[src/rtl/rand_range_sampler.sv]
// Rejection sampler behind an LFSR: keeps words below LIMIT, buffers them in a
// 2-entry FIFO on a valid/ready stream, counts rejections and flags stalls.
module rand_range_sampler #(
  parameter int W         = 4,
  parameter int LIMIT     = 6,
  parameter int MAX_TRIES = 8
) (
  input  logic         clk,
  input  logic         reset_n,
  input  logic         en,
  input  logic [W-1:0] rnd_in,
  output logic [W-1:0] out_data,
  output logic         out_valid,
  input  logic         out_ready,
  output logic [15:0]  rej_cnt,
  output logic         stall_err
);

  typedef enum logic [1:0] {IDLE, RUN, ERR} state_t;

  // Compared in W+1 bits so that LIMIT = 2**W accepts every word.
  localparam logic [W:0] LIM     = (W+1)'(LIMIT);
  localparam logic [7:0] TRY_MAX = 8'(MAX_TRIES);

  state_t       state;
  state_t       state_nxt;
  logic         sample_on;
  logic [W-1:0] mem [2];
  logic         rd_ptr;
  logic         wr_ptr;
  logic [1:0]   count;
  logic [7:0]   try_cnt;
  logic         pop;
  logic         can_take;
  logic         eval;
  logic         accept;
  logic         push;
  logic         reject;

  function automatic logic [15:0] sat_inc16(input logic [15:0] v);
    return (v == 16'hFFFF) ? v : v + 16'd1;
  endfunction

  assign out_valid = (count != 2'd0);
  assign out_data  = mem[rd_ptr];
  assign pop       = out_valid & out_ready;
  assign can_take  = (count < 2'd2) | pop;
  assign eval      = sample_on & can_take;
  assign accept    = ({1'b0, rnd_in} < LIM);
  assign push      = eval & accept;
  assign reject    = eval & ~accept;

  always_ff @(posedge clk or negedge reset_n) begin
    if (!reset_n) state <= IDLE;
    else          state <= state_nxt;
  end

  always_comb begin
    state_nxt = state;
    case (state)
      IDLE: if (en) state_nxt = RUN;
      RUN: begin
        if (!en)                                     state_nxt = IDLE;
        else if (reject && try_cnt == TRY_MAX - 8'd1) state_nxt = ERR;
      end
      ERR:  if (!en) state_nxt = IDLE;
      default: state_nxt = IDLE;
    endcase
  end

  // Sampling stops as soon as en drops, even before the state leaves RUN.
  always_comb begin
    sample_on = 1'b0;
    stall_err = 1'b0;
    case (state)
      RUN:     sample_on = en;
      ERR:     stall_err = 1'b1;
      default: ;
    endcase
  end

  always_ff @(posedge clk or negedge reset_n) begin
    if (!reset_n) begin
      try_cnt <= 8'd0;
      rej_cnt <= 16'd0;
    end else begin
      if (state == ERR && !en) try_cnt <= 8'd0;
      else if (push)           try_cnt <= 8'd0;
      else if (reject)         try_cnt <= try_cnt + 8'd1;
      if (reject) rej_cnt <= sat_inc16(rej_cnt);
    end
  end

  // FIFO storage is cleared too so that out_data reads 0 after reset.
  always_ff @(posedge clk or negedge reset_n) begin
    if (!reset_n) begin
      mem[0] <= '0;
      mem[1] <= '0;
      rd_ptr <= 1'b0;
      wr_ptr <= 1'b0;
      count  <= 2'd0;
    end else begin
      if (push) begin
        mem[wr_ptr] <= rnd_in;
        wr_ptr      <= ~wr_ptr;
      end
      if (pop) rd_ptr <= ~rd_ptr;
      case ({push, pop})
        2'b10:   count <= count + 2'd1;
        2'b01:   count <= count - 2'd1;
        default: count <= count;
      endcase
    end
  end

endmodule

[config.mk]
export PLATFORM = sky130hd
export DESIGN_NAME = rand_range_sampler
export DESIGN_NICKNAME = d
export VERILOG_FILES = /design/src/rtl/rand_range_sampler.sv
export SDC_FILE = /design/constraint.sdc
export NUM_CORES = 1
export LEC_CHECK = 0
export CORE_ASPECT_RATIO = 1.75
export CORE_UTILIZATION = 57
export CTS_CLUSTER_SIZE = 28
export DETAILED_ROUTE_END_ITERATION = 10
export PLACE_DENSITY_LB_ADDON = 0.08
export SLEW_MARGIN = 20
export SYNTH_ARGS = -nofsm -noshare
export SYNTH_HDL_FRONTEND = slang
export SYNTH_SLANG_ARGS = --single-unit
[constraint.sdc]
create_clock -name clk -period 2.65 [get_ports clk]
set_clock_uncertainty 0.05 [all_clocks]
set_input_delay 0.795 -clock clk [delete_from_list [all_inputs] [get_ports clk]]
set_output_delay 0.795 -clock clk [all_outputs]
set_load 0.02 [all_outputs]
# Yosys cells after proc, flatten, opt, wreduce, memory -nomap -nowiden
# Index checks and enable logic that the tools add are counted.
[classes] magnitude_cmp=5 n_mux=17 n_addsub=4 eq_ne=9 bitwise=11 n_reduce_logical=10
[op_table] op="$mux 8" n=3
[op_table] op="$add 16x1->16 const B" n=1
[op_table] op="$eq 16x16->1 const B" n=1
[op_table] op="$mux 4" n=4
[op_table] op="$add 8x1->8 const B" n=1
[op_table] op="$bwmux 8" n=1
[op_table] op="$eq 8x3->1 const B" n=1
[op_table] op="$mux 2" n=4
[op_table] op="$pmux 2 s3" n=1
[op_table] op="$and 1x1->1" n=4
[op_table] op="$demux 4 s1" n=1
[op_table] op="$eq 2x1->1 const B" n=2
[op_table] op="$eq 2x2->1 const B" n=2
[op_table] op="$ge 2x2->1 const B" n=2
[op_table] op="$lt 4x3->1 const B" n=1
[op_table] op="$ne 2x2->1 const B" n=2
[op_table] op="$not 1->1" n=4
[op_table] op="$not 1->2" n=2
[op_table] op="$pmux 2 s2" n=1
[op_table] op="$reduce_bool 2->1" n=2
[op_table] op="$logic_and 1x1->1" n=3
[op_table] op="$ne 3x3->1 const B" n=1
[op_table] op="$reduce_and 3->1" n=1
[op_table] op="$reduce_bool 3->1" n=1
[op_table] op="other kinds (9)" n=10
[word_totals] out_inout_bits=22 regBits=38 wordCells=64 inputBits=8

# Logic depth before layout (Yosys ltp)
# Gate-level depths: netlist (run 1).
[depth] word_depth=9 ltp_mapped=7 mapped_depth_nobuf=7

# Worst setup path after synthesis (run 1)
# Ideal clock, no wire load.
[synth_path] path_type="input-to-reg" start="input port en" end="register rej_cnt[11]" path_stages=6 n_path_buf=1 path_slack_ns=0.555 t_arrival_ns=1.965 required_time_ns=2.520 setup_time_ns=0.080 cell_sequence="nand3b_4 -> or3_4 -> buf_6 -> a211o_4 -> nor4_4 -> xor2_1"
[synth_via] elab_chain_len=4
[synth_lines] item="start, declared" line="10" source="input logic en,"
[synth_lines] item="$mux 1" line="75" source="case (state)"
[synth_lines] item="$and 1x1->1" line="48" source="assign eval = sample_on & can_take;"
[synth_lines] item="$and 1x1->1" line="51" source="assign reject = eval & ~accept;"
[synth_lines] item="$reduce_and 2->1 (no line)"
[synth_lines] item="end signal, assigned" line="90" source="if (reject) rej_cnt <= sat_inc16(rej_cnt);"
[synth_lines] item="end, declared" line="15" source="output logic [15:0] rej_cnt,"
# Every way passes these cells.
# A chain may end at the register's enable or synchronous reset.

# Worst setup path after layout (run 1)
[layout_path] start="register rd_ptr" end="output port out_data[3]"
[layout_via] elab_chain_len=4
[layout_lines] item="start, declared" line="29" source="logic rd_ptr;"
[layout_lines] item="start signal, assigned" line="107" source="if (pop) rd_ptr <= ~rd_ptr;"
[layout_lines] item="$not 1->2 (implied by the code)" line="45" source="assign out_data = mem[rd_ptr];"
[layout_lines] item="$mux 4 (implied by the code) (3 in series)" line="45"
[layout_lines] item="end, declared" line="12" source="output logic [W-1:0] out_data,"
# Every way passes these cells. The select of a mux whose other input is x is not followed.

==> results of run 1 <==
[critical path: stages (launching register included)]
cell and delay, ns:
dfrtp_1 0.46, mux2_2 0.37, clkdlybuf4s50_1 0.54
[synth_stat cells (2+ instances only)]
cell and count:
nand3_1 8, ha_1 3, nor3_1 3, o21ai_1 2, dfrtp_1 38, nand4_1 4
inv_1 7, and2_1 4, mux2_2 11, nand2_1 9, xnor2_1 8, o21ai_0 5
o21a_1 3, xor2_1 13, nor2_1 12, and3_1 2, nor2b_1 4, nor4_1 3
and4_1 2
[flip-flops by register name, indices dropped and copies added, names as in the netlist]
name and cells:
state 2, rej_cnt 16, wr_ptr 1, try_cnt 8, rd_ptr 1, count 2, mem 8
[routing by layer]
metal	up-vias	wire length (um)	GRT usage
met5	-	0	0
met4	0	115	0.130
met3	12	137	0.0558
met2	39	2060	0.433
met1	694	1390	0.279
li1	657	-	-
[power by group]
group	switching [mW]	internal [mW]	total [mW]
sequential	0.127	0.714	0.841
combinational	0.264	0.322	0.586
clock	0.198	0.210	0.407
[per-stage QoR]
stage	instance area (um2)	TNS, ns	setup WS, ns	hold slack, ns	power [mW]
6_report	2340	0	0.149	0.435	1.84
5_1_grt	2340	0	0.0932	0.452	1.94
4_1_cts	2340	0	0.131	0.433	1.85
3_5_place_dp	2250	-0.170	-0.113	0.424	1.44
3_3_place_gp	2250	0	0.0211	0.413	1.40
2_1_floorplan	1850	0	0.555	0.389	1.18
[final cells by class]
type / instances / share of cell area
flip-flops and latches: 38 / 0.407
multi-input cells: 116 / 0.370
repair buffers: 37 / 0.150
clock buffers: 7 / 0.0369
well taps: 43 / 0.0230
inverters: 7 / 0.0112
clock inverters: 1 / 0.00214
[kinds of logic (layout without fill, tap and decap cells)]
family,Yosys count,count (layout),synth area share
muxes,11,11,0.0668
buffers and inverters,8,52,0.0202
xor gates and xnor gates,21,21,0.0992
adders and majority gates,3,3,0.0202
DFF,38,38,0.513
and+or+nand+nor,65,65,0.221
AOI/OAI and AO/OA,16,16,0.0601
[worst max path at each step]
stage	end	cells after the start	slack, ns
6_report	out_data[3]	2	0.15
5_1_grt	out_data[3]	2	0.09
4_1_cts	out_data[3]	2	0.13
3_5_place_dp	rej_cnt[15]$_DFFE_PN0P_	6	-0.11
3_3_place_gp	rej_cnt[14]$_DFFE_PN0P_	6	0.02
2_1_floorplan	rej_cnt[11]$_DFFE_PN0P_	6	0.56
==> reports/metrics.csv, run 1 <==
stage,metric,value,unit
synthesis,ys async rst share,1.00,
clock_tree,total CTS buffers,5,
detailed_routing,WL final,3700,um
synthesis,"Top FF cell, synth",dfrtp_1,
sta,fin. max-slew vios,0,
floorplan,# IOs,30,
clock_tree,Resize count post-CTS,0,
sta,final setup violation count,0,
floorplan,Die X,45.1,um
grt,pin count of the biggest net entering global routing,39,
place,Port Buffers,29,
sta,Fin. Hold Viols,0,
worst_setup_path,CP startpoint,rd_ptr$_DFFE_PN0P_,
hold_path,hold path cells,1,
synthesis,Post-synth EDFFs,0,
grt,first-pass GRT wire length,6530,um
detailed_routing,drt pass-1 iters,4,
synthesis,cells after synthesis,162,
detailed_routing,Via density,5.63,
sta,Tmin final,2.50,ns
finish,Seq. cell area,951,um2
clock_tree,largest buffer count on any clock path,2,
floorplan,num rows,27,
floorplan,Initial Util,0.597,
worst_setup_path,reg2reg start,rej_cnt[5]$_DFFE_PN0P_,
synthesis,mapped cell area,1850,um2
synthesis,syn nets,173,
grt,vias in the first global route,1450,
detailed_routing,via count,1402,
sta,Least-Margin Pin Slew,0.464,ns
finish,area of the multi-input gates,866,um2
synthesis,share of the synthesized area in the top cell type,0.513,
worst_setup_path,Setup crit start kind,flip-flop,
worst_setup_path,Worst setup EP type,output pin,
finish,Finished Core Util,0.752,
clock_tree,"CTS clk-pin slew, worst paths",0.07,ns
synthesis,mean post-synth cell area,11.4,um2
power,PD cells,785,nW/um2
worst_setup_path,CP required,1.81,ns
synthesis,synth top area cells,"dfrtp_1 (51%), mux2_2 (6.7%), xor2_1 (6.1%)",
finish,fillers,227,
floorplan,die area,3490,um2
finish,"commonest cells after routing, fill and taps aside","dfrtp_1 (38), clkdlybuf4s50_1 (29), xor2_1 (13), nor2_1 (12), mux2_2 (11)",
finish,Non-Filler Instances,249,
synthesis,post-synth top area cell,dfrtp_1,
floorplan,Core Area,3110,um2
synthesis,Syn. warnings,0,
clock_tree,# hold bufs at CTS,0,
hold_path,Hold Path Class,reg -> reg,
power,Lkg Pwr,1.03,nW
clock_tree,TritonCTS clock tree,yes,
worst_setup_path,Register-to-Register Setup Slack,0.63,ns
grt,initial antenna violation count,0,
power,worst vdd ir,0.656,mV
sta,Slew headroom,0.691,
grt,GRT Util Overall,0.254,
finish,share of cells above drive strength 1,0.175,
worst_setup_path,critical path class,reg -> out,
sta,RSZ-0062 raised after global routing,false,
synthesis,sequential area share after synthesis,0.513,
clock_tree,Worst-Skew Late Latency,0.29,ns
finish,area delta synth->final,26.1,%
place,DP Cell Count,241,
worst_setup_path,FF-to-FF End,rej_cnt[15]$_DFFE_PN0P_,
place,RD Place Congestion,0.815,
worst_setup_path,Worst Reg-to-Reg Cells,5,
clock_tree,clk sinks,38,
detailed_routing,initial DRC count,16,
synthesis,#FFs+latches synth,38,
detailed_routing,DR WL/cell,14.9,um
detailed_routing,drc violations,0,
hold_path,worst hold start,state[1]$_DFFE_PN0P_,
grt,GRT overflow,0,
sta,Final period util,0.944,
place,Detail Placement HPWL,2750,um
clock_tree,Root Buffer,clkbuf_8,
sta,FMAX,0.400,GHz
flow_run,max cap viols,0,
detailed_routing,Antenna Nets Post-Route,0,
synthesis,"Distinct cells, synth",40,
worst_setup_path,critical path arrival,1.66,ns
finish,"commonest non-fill, non-tap cell in the layout",dfrtp_1,
clock_tree,post-CTS setup buffer count,0,
finish,n_diodes,0,
worst_setup_path,Worst Path Max Fanout,5,
outcome,outcome,"complete, no violations",
floorplan,Vert. Die Dim,77.5,um
finish,layout net count,216,
hold_path,WHS Endpoint,state[0]$_DFFE_PN0P_,
clock_tree,# H-tree levels,2,
Note: power is estimated with default switching activity, not from simulation.
==> run 2: changes to the inputs <==
Settings changed: CORE_UTILIZATION 57 to 65, CTS_CLUSTER_SIZE 28 to default, DONT_BUFFER_PORTS from default to 1, PLACE_DENSITY from default to 0.85, PLACE_DENSITY_LB_ADDON 0.08 to default.
==> run 2 against run 1 <==
Cell count fell by 21%. Largest power group unchanged. Highest routed layer unchanged. Via count is 10% lower. Largest cell class unchanged. Worst setup slack better by 0.28 ns. Critical endpoint is now rej_cnt[15]$_DFFE_PN0P_. Flip-flop and latch count did not move.
==> reports/metrics.csv, run 2 (synthesis results as in run 1) <==
stage,metric,value,unit,change
power,switching pwr,571,uW,was 589 uW
worst_setup_path,CP required,2.78,ns,was 1.81 ns
detailed_routing,via count,1260,,"was 1,402"
sta,final worst setup slack,0.434,ns,was 0.149 ns
detailed_routing,drt pass-1 iters,4,,unchanged
finish,area delta synth->final,7.08,%,was 26.1%
finish,design area,1990,um2,was 2340 um2
finish,share of cells above drive strength 1,0.172,,was 0.175
power,clock network power share,0.279,,was 0.222
floorplan,die area,3080,um2,was 3490 um2
grt,GRT Util Overall,0.267,,was 0.254
power,Seq pwr share,0.512,,was 0.459
floorplan,# IOs,30,,unchanged
floorplan,Core Area,2690,um2,was 3110 um2
sta,Fin. Hold Viols,0,,unchanged
power,Internal,1.17,mW,was 1.25 mW
detailed_routing,Antenna Nets Post-Route,0,,unchanged
clock_tree,post-CTS setup buffer count,0,,unchanged
place,DP Cell Count,188,,was 241
worst_setup_path,Worst Path Max Fanout,6,,was 5
sta,Least-Margin Pin Slew,0.470,ns,was 0.464 ns
sta,fin. max-slew vios,0,,unchanged
finish,n_diodes,0,,unchanged
clock_tree,total CTS buffers,5,,unchanged
outcome,outcome,"complete, no violations",,unchanged
sta,Tmin final,2.22,ns,was 2.50 ns
sta,setup TNS,0,ns,unchanged
grt,initial antenna violation count,0,,unchanged
power,PD cells,877,nW/um2,was 785 nW/um2
detailed_routing,Via density,6.43,,was 5.63
flow_run,max cap viols,0,,unchanged
detailed_routing,initial DRC count,36,,was 16
sta,Final period util,0.836,,was 0.944
clock_tree,# H-tree levels,2,,unchanged
clock_tree,clk sinks,38,,unchanged
finish,Finished Core Util,0.738,,was 0.752
detailed_routing,drc violations,0,,unchanged
clock_tree,largest buffer count on any clock path,2,,unchanged
worst_setup_path,Worst setup EP type,flip-flop,,was output pin
sta,Slew headroom,0.684,,was 0.691
place,Port Buffers,0,,was 29
power,Lkg Pwr,0.890,nW,was 1.03 nW
clock_tree,TritonCTS clock tree,yes,,unchanged
clock_tree,# hold bufs at CTS,0,,unchanged
finish,max FFs per register,16,,unchanged
floorplan,num rows,25,,was 27
finish,layout net count,179,,was 216
power,worst vdd ir,0.608,mV,was 0.656 mV
grt,pin count of the biggest net entering global routing,39,,unchanged
finish,"commonest non-fill, non-tap cell in the layout",dfrtp_1,,unchanged
power,Logic pwr share,0.209,,was 0.319
clock_tree,Resize count post-CTS,0,,unchanged
finish,top flop regs,"rej_cnt x16, mem x8, try_cnt x8",,unchanged
sta,Hold Slack,0.135,ns,was 0.435 ns
place,Detail Placement HPWL,2610,um,was 2750 um
clock_tree,Root Buffer,clkbuf_8,,unchanged
finish,Largest Register,rej_cnt,,unchanged
finish,Non-Filler Instances,196,,was 249
floorplan,Die X,42.4,um,was 45.1 um
sta,final setup violation count,0,,unchanged
grt,vias in the first global route,1326,,"was 1,450"
detailed_routing,DR WL/cell,18.1,um,was 14.9 um
place,RD Place Congestion,0.783,,was 0.815
worst_setup_path,critical path arrival,2.35,ns,was 1.66 ns
detailed_routing,WL final,3540,um,was 3700 um
clock_tree,Worst-Skew Late Latency,0.29,ns,about the same
floorplan,Initial Util,0.689,,was 0.597
floorplan,Vert. Die Dim,72.7,um,was 77.5 um
worst_setup_path,critical path class,reg -> reg,,was reg -> out
clock_tree,"CTS clk-pin slew, worst paths",0.08,ns,was 0.07 ns
grt,first-pass GRT wire length,6070,um,was 6530 um
finish,"commonest cells after routing, fill and taps aside","dfrtp_1 (38), xor2_1 (13), nor2_1 (12), mux2_2 (11), nand2_1 (9)",,"was dfrtp_1 (38), clkdlybuf4s50_1 (29), xor2_1 (13), nor2_1 (12), mux2_2 (11)"
hold_path,Hold Path Class,in -> async,,was reg -> reg
sta,FMAX,0.451,GHz,was 0.400 GHz
grt,GRT overflow,0,,unchanged
place,Area after DPL,1880,um2,was 2250 um2
place,Place WS,0.423,ns,was -0.113 ns
worst_setup_path,Setup crit start kind,flip-flop,,unchanged
sta,RSZ-0062 raised after global routing,false,,unchanged
power,Tot Pwr,1.74,mW,was 1.84 mW
power,sw frac,0.328,,was 0.321
run 2: cell types whose count changed in the layout (fill, tap and decap cells not counted):
cell and delta:
clkdlybuf4s50_1 -29, clkbuf_1 -1, buf_4 -8, clkinv_2 +1, clkbuf_8 -1, bufinv_16 +1
run 2: worst max-delay path: stages (launching register included):
cell and delay (ns):
dfrtp_1 0.57, nand4_2 0.26, or3_1 0.50, nor4_1 0.45, nand3_1 0.15, o21a_1 0.12
run 2: layout make-up:
cell class                      instances  area, um2
Fill cell                             181        704
Clock inverter                          3       40.0
Inverter                                7       26.3
Tap cell                               27       33.8
Clock buffer                            5       68.8
Sequential cell                        38        951
Multi-Input combinational cell        116        866
run 2: final timing paths:
kind                                              from                      end  slack (ns)  cells past startpoint
worst max register to register  rej_cnt[5]$_DFFE_PN0P_  rej_cnt[15]$_DFFE_PN0P_        0.43                      5
max in group asynchronous                      reset_n   try_cnt[6]$_DFFE_PN0P_        2.33                      0
worst min register to register      mem[3]$_DFFE_PN0P_       mem[3]$_DFFE_PN0P_        0.43                      1
worst min-delay path                           reset_n       mem[3]$_DFFE_PN0P_        0.14                      0
worst max-delay path            rej_cnt[5]$_DFFE_PN0P_  rej_cnt[15]$_DFFE_PN0P_        0.43                      5
min in group clk                    mem[3]$_DFFE_PN0P_       mem[3]$_DFFE_PN0P_        0.43                      1
run 2: per-layer routing:
metal  GRT usage  up-vias  wire length [um]
li1            -      585                 -
met1       0.293      624              1330
met2       0.462       42              1960
met3      0.0718        9               166
met4       0.142        0                82
met5           0        -                 0
run 2: power groups by stage:
stage	Combinational [mW]	Clock (mW)	Sequential, mW
finish	0.364	0.485	0.892
global route	0.398	0.510	0.911
CTS	0.368	0.493	0.895
detailed placement	0.361	0	0.906
global placement	0.340	0	0.887
floorplan	0.319	0	0.863
